[src/rtl/disp_sched_pkg.sv]
// Shared types and constants for the display-channel scheduler.
package disp_sched_pkg;

    localparam int NUM_CH = 8;
    localparam int CH_W   = 3;

    typedef enum logic [1:0] {
        IDLE   = 2'd0,
        DWELL  = 2'd1,
        MANUAL = 2'd2
    } sched_state_e;

endpackage

[src/rtl/rr_next_ch.sv]
// Combinational round-robin finder over the channel mask.
// incl=1 searches from cur itself; incl=0 searches strictly after cur and
// only lands back on cur when cur is the sole set bit.
module rr_next_ch
    import disp_sched_pkg::*;
(
    input  logic [CH_W-1:0]   cur,
    input  logic [NUM_CH-1:0] mask,
    input  logic              incl,
    output logic [CH_W-1:0]   nxt,
    output logic              found
);

    logic [CH_W-1:0] idx;

    // Walk the eight positions starting at cur (or cur+1), wrapping 7->0,
    // and keep the first one whose mask bit is set.
    always_comb begin
        nxt   = cur;
        found = 1'b0;
        idx   = cur;
        for (int i = 0; i < NUM_CH; i++) begin
            idx = cur + CH_W'(i) + (incl ? CH_W'(0) : CH_W'(1));
            if (!found && mask[idx]) begin
                nxt   = idx;
                found = 1'b1;
            end
        end
    end

endmodule

[src/rtl/disp_chan_sched.sv]
// Round-robin display-channel scheduler driving the 8x32 display mux select.
// Optional build macro: DISP_SCHED_SKIP_EN -- when defined, only requesting
// channels are visited; when undefined, req is ignored and all 8 channels
// are visited in order.
module disp_chan_sched
    import disp_sched_pkg::*;
#(
    parameter int DWELL_CYCLES = 100_000_000,
    parameter int CNT_W        = 27
) (
    input  logic              clk,
    input  logic              rst,
    input  logic              en,
    input  logic              manual,
    input  logic [CH_W-1:0]   sel_in,
    input  logic [NUM_CH-1:0] req,
    input  logic              next,
    output logic [CH_W-1:0]   sel,
    output logic              sel_valid,
    output logic              switch_pulse
);

    localparam logic [CNT_W-1:0] CNT_LAST = CNT_W'(DWELL_CYCLES - 1);

    sched_state_e      state_q, state_d;
    logic [CH_W-1:0]   sel_q, sel_d;
    logic              valid_q, valid_d;
    logic              pulse_q, pulse_d;
    logic [CNT_W-1:0]  cnt_q, cnt_d;

    logic [NUM_CH-1:0] mask;
    logic              curDropped;
    logic              searchIncl;
    logic [CH_W-1:0]   rrNxt;
    logic              rrFound;
    logic              advance;

`ifdef DISP_SCHED_SKIP_EN
    assign mask       = req;
    assign curDropped = ~req[sel_q];
`else
    logic unusedReq;
    assign unusedReq  = ^req;
    assign mask       = {NUM_CH{1'b1}};
    assign curDropped = 1'b0;
`endif

    // Leaving IDLE may land on the current channel; advancing from DWELL
    // must move past it.
    assign searchIncl = (state_q == IDLE);

    rr_next_ch uRrNext (
        .cur   (sel_q),
        .mask  (mask),
        .incl  (searchIncl),
        .nxt   (rrNxt),
        .found (rrFound)
    );

    // Any single advance reason, or several at once, yields one step.
    assign advance = (cnt_q == CNT_LAST) || next || curDropped;

    // Next-state logic: en=0 freezes everything, manual beats any advance,
    // and the strobe fires on a changed sel or a rising sel_valid.
    always_comb begin
        state_d = state_q;
        sel_d   = sel_q;
        valid_d = valid_q;
        cnt_d   = cnt_q;
        pulse_d = 1'b0;
        if (en) begin
            unique case (state_q)
                IDLE: begin
                    if (manual) begin
                        state_d = MANUAL;
                        sel_d   = sel_in;
                        valid_d = 1'b1;
                        cnt_d   = '0;
                    end else if (rrFound) begin
                        state_d = DWELL;
                        sel_d   = rrNxt;
                        valid_d = 1'b1;
                        cnt_d   = '0;
                    end else begin
                        valid_d = 1'b0;
                    end
                end
                DWELL: begin
                    if (manual) begin
                        state_d = MANUAL;
                        sel_d   = sel_in;
                        valid_d = 1'b1;
                        cnt_d   = '0;
                    end else if (advance) begin
                        cnt_d = '0;
                        if (rrFound) begin
                            sel_d = rrNxt;
                        end else begin
                            state_d = IDLE;
                            valid_d = 1'b0;
                        end
                    end else begin
                        cnt_d = cnt_q + CNT_W'(1);
                    end
                end
                MANUAL: begin
                    cnt_d = '0;
                    if (manual) begin
                        sel_d   = sel_in;
                        valid_d = 1'b1;
                    end else begin
                        state_d = IDLE;
                        valid_d = 1'b0;
                    end
                end
                default: begin
                    state_d = IDLE;
                    valid_d = 1'b0;
                    cnt_d   = '0;
                end
            endcase
            pulse_d = (sel_d != sel_q) || (valid_d && !valid_q);
        end
    end

    // State, select, valid, strobe and dwell counter registers.
    always_ff @(posedge clk or posedge rst) begin
        if (rst) begin
            state_q <= IDLE;
            sel_q   <= '0;
            valid_q <= 1'b0;
            pulse_q <= 1'b0;
            cnt_q   <= '0;
        end else begin
            state_q <= state_d;
            sel_q   <= sel_d;
            valid_q <= valid_d;
            pulse_q <= pulse_d;
            cnt_q   <= cnt_d;
        end
    end

    assign sel          = sel_q;
    assign sel_valid    = valid_q;
    assign switch_pulse = pulse_q;

endmodule
[config.mk]
export PLATFORM = sky130hd
export DESIGN_NAME = disp_chan_sched
export DESIGN_NICKNAME = d
export VERILOG_FILES = /design/src/rtl/disp_sched_pkg.sv /design/src/rtl/rr_next_ch.sv /design/src/rtl/disp_chan_sched.sv
export SDC_FILE = /design/constraint.sdc
export NUM_CORES = 1
export LEC_CHECK = 0
export CAP_MARGIN = 20
export CORE_ASPECT_RATIO = 1.75
export CORE_UTILIZATION = 45
export DETAILED_ROUTE_END_ITERATION = 16
export PLACE_DENSITY = 0.68
export REMOVE_ABC_BUFFERS = 1
export SKIP_LAST_GASP = 1
export SYNTH_ARGS = -nofsm -noshare
export SYNTH_HDL_FRONTEND = slang
export SYNTH_HIERARCHICAL = 1
export SYNTH_SLANG_ARGS = --single-unit
[constraint.sdc]
create_clock -name clk -period 3.6 [get_ports clk]
set_input_delay 0.54 -clock clk [delete_from_list [all_inputs] [get_ports clk]]
set_output_delay 0.54 -clock clk [all_outputs]
set_load 0.005 [all_outputs]
==> results, run 1 <==
- The area occupied by multi-input gates is 2100 µm².
- Summed over all layers, the routed wires come to 7.05 mm.
- After detailed routing, the number of vias per cell comes to 5.54.
- Overall power consumption after layout is estimated at 2.90 mW.
- Data arrives at the worst endpoint at 3.61 ns.
- Together, buffers and inverters on the worst path number 2.
- The total of warnings raised by yosys is 6.
- The worst reg2reg path startpoint is state_q[1].
- After synthesis, the cell types taking the most area are dfrtp_1 (28%), xor2_1 (6.7%), nor2_1 (5.9%).
- The commonest cells after synthesis are nor2_1 (47), dfrtp_1 (34), nand2_1 (33).
- The global-route wire length before repair is 12.1 mm.
- Once placement completed, the tool counted placed cells totaling 477.
- The worst-case hold slack is 0.526 ns.
- Buffers placed on the I/O ports in this run total 12.
- For the worst flop-to-flop path, the logic depth is 14.
- The data required time of the worst path is 3.76 ns.
- Across all layers, the routed design uses 2,682 vias.
- The path type of the worst min-delay path is flop to flop.
- The smallest clock period supported by the final layout is computed as 3.45 ns.
- The source-to-sink clock delay at the later pin of the worst-skew pair is 0.28 ns.
- Relative to the synthesized area, the layout overhead comes to 17.4%.
- The antenna cell count is 0.
- The reported max-cap violation count is 0.
- Among all flip-flop cells after synthesis, the most frequent one is dfrtp_1.
- Setup repair after global routing left no endpoint under its margin.
- The cell with the largest stage delay on the worst path is or4b_2.
- The floorplan step defined a die boundary enclosing 7020 µm².
- In this run the tightest slew margin relative to its limit is 58.8%.
- The effective utilization at floorplan is 46.3%.
- The CTS buffer count is 5.
- For flop-to-flop paths, the worst setup slack is 0.15 ns.
- The average instance in the mapped netlist occupies 8.53 µm².
- The height of the die is 110 µm.
- The overall overflow remaining after global route is 0.
- The fmax is 290 MHz.
- The antenna violation net count after detailed routing is 0.
- The placeable core region is 6490 µm².
- The worst reg2reg path endpoint is switch_pulse.
- Once detailed placement completed, the half-perimeter wirelength came to 5.33 mm.
- The gate count of the mapped netlist is 352.
- Of all cell types, the one taking the most synthesized area is dfrtp_1.
- The number of setup buffers added after CTS is 0.
- The family of cells with the greatest summed delay on the critical path is compound AO/OA/AOI/OAI gates.
- Along the worst hold path, the cell count comes to 2.
- The via count of the first global-routing pass was 2,609.
- The least setup slack across all paths after layout is 0.150 ns.
- The flow ran to the end, and the final reports show no timing, DRC or antenna violations.
- The worst setup path is launched from a flop.
- The final core utilization is 54.3%.
- For this run, the number of standard cells in the final layout without fillers is 484.
- Counting flops with a built-in enable in the synthesized netlist gives 0.
- The static leakage is 1.60 nW.
- The portion of the clock cycle consumed by the worst path in the final layout is 95.8%.
- Counting the fill cells in the layout gives 623.
- The total negative slack for setup checks is 0 ns.
- The critical path is of the flop to flop type.
- The netlist uses 65 different library cells.
- At the pin with the least slew margin, the transition time is 0.615 ns.
- In the final layout, the share of cells above drive strength 1 is 13.2%.
- The placed instances occupy a cell area of 3380 µm².
- The combined area of all synthesized cells is 3000 µm².
- The sequential cell area in the final layout is 851 µm².
- Of all flip-flops after synthesis, the portion carrying an async set or reset was 100%.
- The total routing usage reported by global routing is 22.1%.
- The max-slew violation count is 0.
- The final number of setup-violating endpoints is 0.
- The clock-pin slew reported for the worst setup and hold paths after clock tree synthesis is 0.05 ns.
- In this run the power density over the cells is 823 nW/µm².
- The startpoint identified for the worst hold timing path is cnt_q[1].
- The layout net count is 425.
- The tree built by TritonCTS fans out to 34 sinks.
- The post-route DRC violation count is 0.
- The number of synthesized register bits is 34.
- 21 I/O pins were placed.
- Walking the worst path, the cells encountered are nor2_2 > inv_1 > ha_1 > inv_1 > ha_1 > nand2_1 > a311o_1 > a31oi_2 > nor3b_1 > o221ai_1 > o31ai_1 > or4b_2 > a41o_2 > o41a_1.
- The cell sitting at the root of the clock tree is a clkbuf_16.
- The largest fanout on the critical path is 2.
- The top cell type by area accounts for 28.3% of the synthesized area.
- Once layout is done, the placed cells without fillers occupy 3530 µm².
- The initial detailed-routing violation count is 191.
- The worst-case clock buffer depth is 2.
- CTS built an H-tree with a depth of 2.
- The number of endpoints with negative hold slack in the final report is 0.
- The floorplan row count is 39.
- The fraction of the yosys area taken by sequential cells is 28.3%.
- The delay contributed by the slowest stage of the critical path is 0.68 ns.
- The final weighted congestion of routability-driven global placement is 0.888.
- Across the VDD grid, the largest voltage drop is 0.529 mV.
- The detail-routed net length per standard cell is 14.6 µm.
- The worst hold path terminates at cnt_q[1].
- The initial antenna violation count is 0.
- The worst slack at placement is 0.0963 ns.
- The kind of end point of the critical path is a flop.
- Entering global routing, the biggest net connects 35 pins.
- The library cell with the highest instance count after synthesis is nor2_1.
- TritonCTS built the clock tree.
- Across the routed clock network, the largest skew measured is 0.00361 ns.
- The die width is 63.8 µm.
- The length of the first detailed-routing pass in iterations is 4.
[per-layer routing]
metal  GRT usage (%)  vias to the layer above  wire length (µm)
met2            42.9                       41              3930
li1                -                     1335                 -
met3            1.95                       19               139
met1            22.8                     1287              2690
met5               0                        -                 0
met4            12.0                        0               291
[tightest hold or removal path, cell delays in order, from the launching register on]
cell and delay [ns]:
dfrtp_1 0.37, nand2_1 0.05, o21ai_0 0.07
[timing repair]
item                                    in CTS  in global routing
endpoints found under the setup margin       0                  1
gates resized for setup                      0                  2
hold buffers                                 0                  0
[placed cells by master (no fill, tap or decap), types with 3 or more instances in the layout]
cell	count
nand2_1	33
a21oi_1	21
clkdlybuf4s50_1	12
mux2i_1	7
nand4_1	7
a221oi_1	5
mux2_4	3
conb_1	32
nor2b_1	3
xor2_1	23
nand2b_1	7
a211oi_1	3
nand3_1	14
mux4_1	4
and3_1	4
buf_4	18
o22ai_1	4
xnor2_1	6
o31ai_1	3
o21ai_0	20
inv_1	22
clkbuf_16	5
mux4_2	4
nor4_1	3
mux2_2	4
nor3_1	3
nor2_1	46
dfrtp_1	34
ha_1	7
[power by group]
part           leakage [nW]  switching [mW]  total (mW)  internal (mW)
clock network        0.0694           0.154       0.404          0.249
registers             0.459          0.0177       0.428          0.410
logic                  1.08            1.12        2.07          0.952
total                  1.60            1.29        2.90           1.61
[logic make-up (layout without fill, tap and decap cells)]
logic type / count (synthesis) / after routing / synth area share [%]
XOR/XNOR: 29 / 29 / 8.45
AO/OA/AOI/OAI: 80 / 80 / 18.5
buffers and inverters: 40 / 59 / 5.91
adder cells (fa/ha/maj): 7 / 7 / 2.92
multiplexers: 22 / 22 / 11.8
AND/OR/NAND/NOR: 139 / 139 / 24.0
other: 1 / 32 / 0.125
flip-flops: 34 / 34 / 28.3
[worst max-delay path by stage]
stage | start | end | slack, ns | cells past startpoint
floorplan | state_q[0] | switch_pulse | -0.05 | 14
global placement | state_q[1] | switch_pulse | 0.15 | 14
detailed placement | state_q[1] | switch_pulse | 0.1 | 14
CTS | state_q[1] | switch_pulse | 0.09 | 14
global route | state_q[0] | switch_pulse | 0.03 | 14
finish | state_q[1] | switch_pulse | 0.15 | 14
[layout make-up]
cell class	count	share of cell area, %
Clock inverter	2	0.284
Timing Repair Buffer	30	7.24
Inverter	22	2.34
Sequential cell	34	24.1
Multi-Input combinational cell	309	59.6
Tap cell	82	2.91
Clock buffer	5	3.55
[registers in the layout (all words and copies together), names as in the netlist]
signal / count
cnt_q: 27
sel: 3
sel_valid: 1
state_q: 2
switch_pulse: 1
No activity file was read; power rests on OpenSTA's default activity.
==> run 2, diff against run 1 <==
Settings changed: CORE_UTILIZATION 45 to 50, PLACE_DENSITY 0.68 to 0.74.
==> run 2 against run 1 <==
Effect of this change:
- maximum frequency increased by 0.37%
- non-clock buffer count decreased by 1
- sequential power about the same
==> results, run 2 (synthesis results as in run 1) <==
- The run finished with clean final reports.
- The largest fanout on the critical path came to 2 (unchanged).
- The height of the die is 105 µm (-5.0%).
- The portion of the clock cycle consumed by the worst path in the final layout came to 95.5% (-0.36 points).
- The number of stages on the worst setup path was 14 (unchanged).
- The arrival time of the worst setup path is 3.61 ns (about the same).
- Leaving out fill and tap cells, the most frequent cells in the layout are nor2_1 (47), dfrtp_1 (34), nand2_1 (33).
- The overall routed net length is 7.11 mm (+0.92%).
- The register bank with the most flops is cnt_q.
- The number of I/O pins came to 21 (unchanged).
- The detailed-route vias per instance is 5.81 (+4.8%).
- The transition time at the pin with the least slew margin came to 0.633 ns (+0.0178 ns).
- The initial antenna violation count is 0 (unchanged).
- The floorplan row count is 37 (-5.1%).
- Leaving out fill and tap cells, the most frequent cell in the layout is nor2_1.
- The overall die area is 6330 µm² (-9.8%).
- The CTS sink count is 34 (unchanged).
- The power density normalized to cell area is 801 nW/µm² (-2.7%).
- The number of hold-repair buffers added at the cts stage is 0 (unchanged).
- The number of placed cells counting well taps is 472 (-1.0%).
- The worst slack at placement was 0.128 ns (+0.0314 ns).
- The CTS buffer count is 5 (unchanged).
- The detail-routed net length per standard cell was 14.9 µm (+2.2%).
- The clock-pin slew reported for the worst setup and hold paths after clock tree synthesis came to 0.07 ns (+0.02 ns).
- The logic depth of the worst register-to-register path is 14 (unchanged).
- The largest vdd supply drop is 0.679 mV (+28%).
- In this design, the largest share of critical-path delay is due to compound AO/OA/AOI/OAI gates.
- The number of endpoints with negative hold slack in the final report is 0 (unchanged).
- The TritonCTS clock tree is done.
- The static leakage is 1.57 nW (-1.9%).
- The layout cell share with drive strength beyond 1 was 12.5% (-0.68 points).
- The number of non-filler instances in the completed layout was 478 (-1.2%).
- The die width is 60.6 µm (-5.0%).
- The maximum clock skew at final layout is 0.00326 ns (-0.000353 ns).
- The critical setup path kind is flop to flop.
- The sequential fraction of design power is 15.4% (+0.7 points).
- The data required time of the worst path is 3.77 ns (about the same).
- The total negative slack for setup checks came to 0 ns (unchanged).
- The reported max-cap violation count is 0 (unchanged).
- The antenna violation net count after detailed routing is 0 (unchanged).
- The placeable core region is 5830 µm² (-10%).
- The headroom to the max-slew limit is 57.6% (-1.2 points).
- The overall overflow remaining after global route is 0 (unchanged).
- The max-slew violation count is 0 (unchanged).
- The buffer count from post-CTS setup fixing is 0 (unchanged).
- The number of H-tree levels came to 2 (unchanged).
- The least setup slack across all paths after layout was 0.162 ns (+0.0129 ns).
- The routed via count is 2,777 (+3.5%).
- The layout overhead on the synthesized area is 15.2%.
- The delay contributed by the slowest stage of the critical path came to 0.68 ns (about the same).
- The internal power component was 1.51 mW (-6.5%).
- The register-to-register path setup slack is 0.16 ns (about the same).
- The via count of the first global-routing pass came to 2,653 (+1.7%).
- Walking the worst path, the cells encountered are nor2_1 > inv_1 > ha_1 > inv_1 > ha_1 > nand2_1 > a311o_1 > a31oi_2 > nor3b_1 > o221ai_1 > o31ai_1 > or4b_2 > a41o_2 > o41a_1.
- The worst-case clock buffer depth is 2 (unchanged).
- The combinational power share is 74.5% (+3.1 points).
- The total net switching power is 1.26 mW (-2.1%).
- The worst hold path depth was 2 (unchanged).
- The final number of setup-violating endpoints is 0 (unchanged).
- The source-to-sink clock delay at the later pin of the worst-skew pair came to 0.29 ns (about the same).
- The worst hold path belongs to the class flop to flop.
- The total of buffers placed on input and output ports was 12 (unchanged).
- The fmax is 291 MHz (+0.37%).
- The effective utilization at floorplan is 51.5% (+5.2 points).
- On the critical path, the stage with the largest delay is an instance of or4b_2.
- The switching fraction of total power is 45.6% (+1.1 points).
- The antenna cell count came to 0 (unchanged).
- The post-route DRC violation count came to 0 (unchanged).
- The total half-perimeter wirelength after legalization and detailed placement is 5.35 mm (+0.55%).
- The share of power burned in the clock network is 10.1% (-3.8 points).
- The layout net count is 424 (-0.24%).
- The number of flip-flops in the largest register is 27 (unchanged).
- The clock root buffer master is clkbuf_8.
- The clock period minus worst slack is 3.44 ns (-0.0129 ns).
- The final core utilization came to 59.3% (+5.0 points).
- The worst setup path is launched from a flop.
- The pin count of the biggest net entering global routing was 35 (unchanged).
- The total routing usage reported by global routing came to 24.1% (+2.0 points).
- The global-route wire length before repair is 11.7 mm (-3.1%).
- The critical path buffer and inverter count was 2 (unchanged).
- Setup repair after global routing left no endpoint under its margin.
- The kind of end point of the critical path is a flop.
- The final weighted congestion of routability-driven global placement is 0.905 (+1.9%).
- The length of the first detailed-routing pass in iterations is 7 (+3).
- The initial detailed-routing violation count is 158 (-17%).
[run 2: changes by cell type in the layout (fill, tap and decap cells not counted)]
| cell | before | now |
|---|---|---|
| clkbuf_16 | 5 | 0 |
| nor2_1 | 46 | 47 |
| buf_4 | 18 | 17 |
| clkinv_2 | 2 | 0 |
| nor2_2 | 2 | 1 |
| clkbuf_8 | 0 | 6 |
[run 2: layout make-up]
class	instances	area, µm²
fillers	549	2370
flip-flops and latches	34	851
repair buffers	29	248
clock buffers	6	82.6
inverters	22	82.6
well taps	78	97.6
multi-input cells	309	2100
[run 2: worst paths after layout]
kind | start | to
setup / recovery | state_q[1] | switch_pulse
hold / removal | cnt_q[1] | cnt_q[1]
setup reg to reg | state_q[1] | switch_pulse
hold reg to reg | cnt_q[1] | cnt_q[1]
max in group asynchronous | rst | cnt_q[2]
min in group asynchronous | rst | cnt_q[12]
[run 2: power groups by stage]
| stage | Combinational (mW) | Clock, mW | Sequential, mW |
|---|---|---|---|
| detailed placement | 1.91 | 0 | 0.432 |
| floorplan | 1.44 | 0 | 0.486 |
| global placement | 1.87 | 0 | 0.433 |
| finish | 2.07 | 0.280 | 0.426 |
| global route | 2.24 | 0.302 | 0.429 |
| CTS | 1.91 | 0.288 | 0.426 |
[run 2: per-layer routing]
metal	vias up	wire length [µm]	GRT usage (%)	part of all wire (%)
met2	90	3880	43.4	55
li1	1327	-	-	-
met4	0	362	15.3	5.1
met5	-	0	0	0
met1	1332	2600	24.4	37
met3	28	271	2.97	3.8
[run 2: per-stage QoR]
step           power (mW)  hold slack [ns]  area [µm²]
6_report             2.77            0.519        3460
5_1_grt              2.97            0.572        3460
4_1_cts              2.62            0.524        3450
3_5_place_dp         2.34            0.509        3370
3_3_place_gp         2.30            0.497        3370
2_1_floorplan        1.92            0.475        3030
[run 2: worst min-delay path, delay by kind of cell (launching register included)]
family          cells  cell delay, ns
simple gates        1            0.05
compound gates      1            0.06
flops               1            0.37
[run 2: repair_timing]
item	in CTS	in global routing
endpoints found under the hold margin	0	0
gates resized for setup	0	1
endpoints found under the setup margin	0	1
